==> src/rtl/traffic_light_timed.sv <==
// traffic_light_timed: timed two-road intersection controller with max-out and flashing-yellow maintenance
// Ports:
//   clk        - system clock, rising edge
//   reset_n    - asynchronous active-low reset
//   T_A, T_B   - traffic present on road A / road B (already synchronised, level)
//   flash_mode - maintenance request, flashing yellow on both roads while high
//   L_A, L_B   - lamp drives: 00 green, 01 yellow, 11 red, 10 off
//   state      - current state code
module traffic_light_timed #(
    parameter int CNT_W        = 16,
    parameter int MIN_GREEN    = 4,
    parameter int MAX_GREEN    = 10,
    parameter int YELLOW_TIME  = 2,
    parameter int ALL_RED_TIME = 1,
    parameter int FLASH_HALF   = 3
) (
    input  logic       clk,
    input  logic       reset_n,
    input  logic       T_A,
    input  logic       T_B,
    input  logic       flash_mode,
    output logic [1:0] L_A,
    output logic [1:0] L_B,
    output logic [2:0] state
);
    typedef enum logic [2:0] {
        A_GREEN  = 3'd0,
        A_YELLOW = 3'd1,
        A_CLR    = 3'd2,
        B_GREEN  = 3'd3,
        B_YELLOW = 3'd4,
        B_CLR    = 3'd5,
        FLASH    = 3'd6
    } state_t;

    localparam logic [CNT_W-1:0] MIN_M1 = CNT_W'(MIN_GREEN - 1);
    localparam logic [CNT_W-1:0] MAX_M1 = CNT_W'(MAX_GREEN - 1);
    localparam logic [CNT_W-1:0] YEL_M1 = CNT_W'(YELLOW_TIME - 1);
    localparam logic [CNT_W-1:0] CLR_M1 = CNT_W'(ALL_RED_TIME - 1);
    localparam logic [CNT_W-1:0] FLS_M1 = CNT_W'(FLASH_HALF - 1);

    // Plain vector so the illegal code 7 is representable in the register.
    logic [2:0]       state_q;
    logic [2:0]       next_state;
    logic [CNT_W-1:0] timer;
    logic             blink;
    logic             flash_toggle;

    assign state        = state_q;
    assign flash_toggle = (state_q == FLASH) && (timer == FLS_M1);

    always_comb begin
        next_state = state_q;
        if (flash_mode && state_q != FLASH) begin
            next_state = FLASH;
        end else begin
            case (state_q)
                A_GREEN:  if (timer >= MIN_M1 && (!T_A || (T_B && timer >= MAX_M1))) next_state = A_YELLOW;
                A_YELLOW: if (timer == YEL_M1) next_state = A_CLR;
                A_CLR:    if (timer == CLR_M1) next_state = B_GREEN;
                B_GREEN:  if (timer >= MIN_M1 && (!T_B || (T_A && timer >= MAX_M1))) next_state = B_YELLOW;
                B_YELLOW: if (timer == YEL_M1) next_state = B_CLR;
                B_CLR:    if (timer == CLR_M1) next_state = A_GREEN;
                FLASH:    if (!flash_mode) next_state = B_CLR;
                default:  next_state = B_CLR;
            endcase
        end
    end

    always_comb begin
        L_A = 2'b11;
        L_B = 2'b11;
        case (state_q)
            A_GREEN:  L_A = 2'b00;
            A_YELLOW: L_A = 2'b01;
            B_GREEN:  L_B = 2'b00;
            B_YELLOW: L_B = 2'b01;
            FLASH: begin
                L_A = blink ? 2'b01 : 2'b10;
                L_B = blink ? 2'b01 : 2'b10;
            end
            default: ;
        endcase
    end

    // Blink restarts "on" whenever FLASH is entered; it only toggles while FLASH is held.
    always_ff @(posedge clk or negedge reset_n) begin
        if (!reset_n) begin
            state_q <= A_GREEN;
            timer   <= '0;
            blink   <= 1'b1;
        end else begin
            state_q <= next_state;
            timer   <= (next_state != state_q || flash_toggle) ? '0 : (timer == '1 ? timer : timer + 1'b1);
            blink   <= (state_q != FLASH || next_state != FLASH) ? 1'b1 : blink ^ flash_toggle;
        end
    end
endmodule

==> config.mk <==
export PLATFORM = sky130hd
export DESIGN_NAME = traffic_light_timed
export DESIGN_NICKNAME = d
export VERILOG_FILES = /design/src/rtl/traffic_light_timed.sv
export SDC_FILE = /design/constraint.sdc
export NUM_CORES = 1
export LEC_CHECK = 0
export BUFFER_PORTS_ARGS = -buffer_cell sky130_fd_sc_hd__buf_2
export CAP_MARGIN = 20
export CELL_PAD_IN_SITES_DETAIL_PLACEMENT = 1
export CELL_PAD_IN_SITES_GLOBAL_PLACEMENT = 1
export CORE_MARGIN = 4
export CORE_UTILIZATION = 30
export DETAILED_ROUTE_END_ITERATION = 10
export MAX_ROUTING_LAYER = met4
export PLACE_DENSITY = 0.6
export SLEW_MARGIN = 20
export SYNTH_ARGS = -nofsm -noshare
export SYNTH_HDL_FRONTEND = slang
export SYNTH_SLANG_ARGS = --single-unit
==> constraint.sdc <==
create_clock -name clk -period 2.9 [get_ports clk]
set_input_delay 0.145 -clock clk [delete_from_list [all_inputs] [get_ports clk]]
set_output_delay 0.145 -clock clk [all_outputs]
set_load 0.05 [all_outputs]
# Yosys cells after proc, flatten, opt, wreduce, memory -nomap -nowiden
# Cells that the tools add are included.
op_classes:
  add_sub_neg: 1
  n_mul: 0
  div_mod_pow: 0
  n_lt_le_gt_ge: 2
  eq_ne: 13
  n_shift: 0
  n_mux: 15
  bitwise: 1
  reduce_logical: 14
ops:
  columns: ["operator", "n"]
  rows:
  - ["2-to-1 mux 16 bit", 2]
  - ["2-to-1 mux 3 bit", 8]
  - ["case mux 3 bit (7 select lines)", 1]
  - ["adder 16 x 1 -> 16 bit (second input constant)", 1]
  - ["equality test 16 x 1 -> 1 bit (second input constant)", 1]
  - ["equality test 16 bit (second input constant)", 1]
  - ["equality test 16 x 2 -> 1 bit (second input constant)", 1]
  - ["greater-or-equal comparator 16 x 2 -> 1 bit (second input constant)", 1]
  - ["greater-or-equal comparator 16 x 4 -> 1 bit (second input constant)", 1]
  - ["logical NOT 16 bit", 1]
  - ["case mux 2 bit (3 select lines)", 2]
  - ["equality test 3 bit (second input constant)", 3]
  - ["equality test 3 x 2 -> 1 bit (second input constant)", 2]
  - ["logical AND 1 bit", 6]
  - ["!= test 3 bit (second input constant)", 2]
  - ["logical OR 1 bit", 4]
  - ["equality test 3 x 1 -> 1 bit (second input constant)", 1]
  - ["logical NOT 3 bit", 1]
  - ["!= test 3 bit", 1]
  - ["logical NOT 1 bit", 2]
  - ["2-to-1 mux 2 bit", 1]
  - ["!= test 2 bit (second input constant)", 1]
  - ["2-to-1 mux 1 bit", 1]
  - ["XOR 1 bit", 1]
totals:
  ff_bits: 20
  latchBits: 0
  mem_bits_rw: 0
  mem_bits_ro: 0
  input_bits: 5
  wordCells: 49
  mem_count: 0

# Longest topological paths before layout
logic_depth:
  depth_word: 10
  mapped_depth: 9

# Worst setup path before layout
# OpenSTA, ideal clock, no wires.
synth_path:
  path_kind: "reg-to-output"
  from: "reg state_q[0], in the netlist state[0]"
  to: "out L_B[0]"
  arrival_ps: 2500
  required_ps: 2755
  slack_ps: 255
  path_stages_with_launch: 6
  path_cell_list: "dfrtp_1 buf_2 buf_1 nor2b_1 nor2b_1 o21ai_0"
synth_between:
  elab_chain_len: 2
  word_cells_on_any_way: 4
  cone_classes: "3 x eq/ne; 1 x mux"
synth_rtl:
  columns: ["item", "line_no", "rtl"]
  rows:
  - ["start: declaration", "43", "logic [2:0] state_q;"]
  - ["start signal: assignment", "93", "state_q <= next_state;"]
  - ["equality test 3 bit or equality test 3 x 2 -> 1 bit (tied branches)", "73", "case (state_q)"]
  - ["case mux 2 bit (3 select lines) (*)", "73", null]
  - ["end: declaration", "23", "output logic [1:0] L_B,"]
# Mark *: on every way between the ends. The rest lies on a longest branch, timed or not.

# Worst setup path after layout
layout_path:
  from: "reg timer[0]"
  to: "reg timer[2]"
layout_between:
  elab_chain_len: 10
  word_cells_on_any_way: 27
  cone_classes: "1 x add/sub; 2 x order compare; 5 x eq/ne; 10 x mux; 9 x reduce/logical"
layout_rtl:
  columns: ["item", "line_no", "rtl"]
  rows:
  - ["start: declaration", "45", "logic [CNT_W-1:0] timer;"]
  - ["start signal: assignment", "94", "timer <= (next_state != state_q || flash_toggle) ? '0 : (timer == '1 ? timer : timer + 1'b1);"]
  - ["greater-or-equal comparator 16 x 4 -> 1 bit", "58, 61", null]
  - ["logical AND 1 bit, on equally long branches", "61, 58", null]
  - ["logical OR 1 bit, on equally long branches", "61, 58", null]
  - ["logical AND 1 bit, on equally long branches", "61, 58", null]
  - ["2-to-1 mux 3 bit, on equally long branches", "61, 58", null]
  - ["case mux 3 bit (7 select lines)", "57", "case (state_q)"]
  - ["2-to-1 mux 3 bit", "54", "if (flash_mode && state_q != FLASH) begin"]
  - ["!= test 3 bit", "94", null]
  - ["logical OR 1 bit", "94", null]
  - ["!= test 2 bit (no source line) or 2-to-1 mux 16 bit (tied branches)", null, null]
# Parallel ways exist; a longest one is shown, timed or not. The select of a mux whose other input is x is not followed.
# A chain may end at the register's enable or synchronous reset.

==> impl_metrics.yaml <==
status:
  status: "finished, final reports clean"
clock_tree:
  clock-sinks: 20
  clk_pin_slew_ns: 0.08
  cts-root-buf: "clkbuf_8"
  htree_levels: 1
  clkLatencyLatePin_ns: 0.27
  hold_buffers: 1
  numCtsBuffers: 3
  cts_tree: "done"
  postCtsResizedCells: 0
  cts_setup_buffers: 0
  cts_buffer_depth: 2
timing:
  min_period_ns: 2.41
  report.final.slew_viol_count: 0
  tightest_slew_ns: 0.542
  max_slew_margin_pct: 63.7
  hold_slack_ns: 0.193
  rsz0062_at_grt: "false"
  max_freq_mhz: 415
  finalCritPeriodShare_pct: 83.2
  setup_slack_ns: 0.488
  hold_viol_final: 0
  timing.setup.tns_ns: 0
  setup_viol: 0
  finalClockSkew_ns: 0.00380
routing:
  drtIter0Drc: 36
  wirelength_um: 3460
  routedWlPerCell_um: 14.2
  postRouteAntennaNets: 0
  viasPerCell: 5.09
  dr_total_vias: 1243
  route.detailed.drc: 0
  drtPass1Iterations: 3
synth:
  yosysMostFrequentCell: "nor2_1"
  synth-seq-cells: 20
  synth_ff_type: "dfrtp_1"
  synth_cell_type_count: 49
  syn-mean-instance-area_um2: 8.92
  ys_async_sr_fraction_pct: 100
  ys_seq_area_share_pct: 34.1
  syn_inst: 165
  synthTopCellsByCount: "nor2_1 (23), dfrtp_1 (19), nand2_1 (12)"
  syn-num-nets: 174
  yosysTopAreaCell: "dfrtp_1"
  yosys-top-cells-area: "dfrtp_1 (32%), nor2_1 (5.9%), xor2_1 (4.2%)"
  syn_area_um2: 1470
  synth-edff-count: 0
  yosysTopAreaCellShare_pct: 32.3
  synth_warnings: 0
place:
  hpwl_um: 2590
  dp_slack_ns: 0.447
  io_buffers: 11
  gp_congestion: 0.808
global_routing:
  grt_max_degree: 21
  grt_pass1_vias: 1273
  grt_overflow: 0
  grt_pass1_wl_um: 6200
  grt_use_total_pct: 12.8
  antenna_found_initial: 0
floorplanning:
  core_area_um2: 4720
  dieArea_um2: 6090
  initial_core_util_pct: 31.2
  die_h_um: 78.0
  rows: 25
  io_pins: 12
  die_x_um: 78.0
run:
  max_cap_violations: 0
pwr:
  vdd_drop_max_v: 0.000178
  finalPower_uw: 1070
  power.leakage_uw: 0.000655
  power.density_nw_per_um2: 640
layout:
  fin_util_pct: 35.4
  n_fill_cell: 557
  n_antenna_cell: 0
  drive_gt1_share_pct: 20.3
  area_delta_synth_final_pct: 13.7
  nets: 187
min_path:
  hold_class: "in -> reg"
worst_setup_path:
  crit_fanout: 16
  worstPathCellList: "inv_1 -> ha_1 -> inv_1 -> o31ai_1 -> a311o_2 -> a31oi_1 -> o211ai_4 -> nor3_1"
  critPathSlowestCell: "o211ai_4"
  endpoint_kind: "flip-flop"
  start_kind: "flip-flop"
  max_stage_delay_ns: 0.51
  cp.arrival_ns: 2.54
  cp.required_ns: 3.03
  timing_worst_setup_path_type: "reg -> reg"
  cp_common_cell: "inv_1"
-- worst max-delay path: cells and delay by family, from the launching register on --
family	cells	cell delay, ns
buffers and inverters	2	0.19
flip-flops	1	0.43
AO/OA/AOI/OAI	4	1.31
AND/OR/NAND/NOR	1	0.12
adder cells (fa/ha/maj)	1	0.22
-- where the power goes --
part / leakage, uW / total (uW) / switching, uW / internal (uW)
logic: 0.000353 / 436 / 287 / 149
registers: 0.000266 / 346 / 42.5 / 303
clock network: 0.0000357 / 289 / 104 / 184
-- sequential cells by signal, summed over array words and instances (netlist names) --
register	flops
blink	1
state	3
timer	16
-- kinds of logic (layout without fill, tap and decap cells) --
logic type               after synthesis  after routing  share of synthesized area, %
XOR/XNOR                              12             12                          7.14
AO/OA/AOI/OAI                         28             28                          17.1
adder cells (fa/ha/maj)                4              4                          3.40
buffers and inverters                 14             26                          4.34
multiplexers                           2              2                          1.36
AND/OR/NAND/NOR                       85             85                          32.6
flip-flops                            20             20                          34.1
-- stage by stage --
step	instance area [um^2]	instances
2_1_floorplan	1470	165
6_report	1670	244
5_1_grt	1670	244
3_3_place_gp	1590	239
4_1_cts	1670	244
3_5_place_dp	1590	239
-- layout make-up --
cell class                      instances  area [um^2]  share of cell area, %
Timing Repair Buffer                   14         80.1                   4.79
Sequential cell                        20          502                   30.0
Clock inverter                          1         30.0                   1.80
Clock buffer                            3         41.3                   2.47
Inverter                                8         30.0                   1.80
Multi-Input combinational cell        131          906                   54.2
Tap cell                               67         83.8                   5.01
-- metal layers --
layer  vias to the layer above  track usage [%]  share of wire [%]
met4                         0             3.15               0.81
met1                       616             17.4                 49
li1                        613                -                  -
met3                         3             2.29                2.7
met2                        11             19.9                 47
met5                         -                -                  0
-- path summary, 6_finish.rpt --
path	start	to	slack, ns	cells past startpoint
max	timer[0]	timer[2]	0.49	8
min	flash_mode	blink	0.19	2
max reg2reg	timer[0]	timer[2]	0.49	8
min reg2reg	timer[9]	timer[9]	0.59	2
max in group asynchronous	reset_n	blink	2.19	2
min in group asynchronous	reset_n	timer[13]	0.36	2
-- cells in the final DEF, fill, tap and decap left out, types with 2 or more instances in the layout --
cell type / n
and3_1: 2
xor2_1: 7
dfrtp_1: 19
nor2_1: 23
inv_1: 8
nand4_1: 3
buf_4: 2
and4_2: 2
nor4_2: 4
a21oi_1: 6
ha_1: 4
o21ai_0: 6
nor3_1: 8
nor3b_1: 2
mux2i_1: 2
nand3b_1: 2
nor2_2: 2
xnor2_1: 5
and4_1: 2
nor2b_1: 4
clkbuf_8: 3
a31oi_1: 3
buf_2: 11
nand3_1: 10
nand2_1: 12
Power figures use the tool's default switching activity.
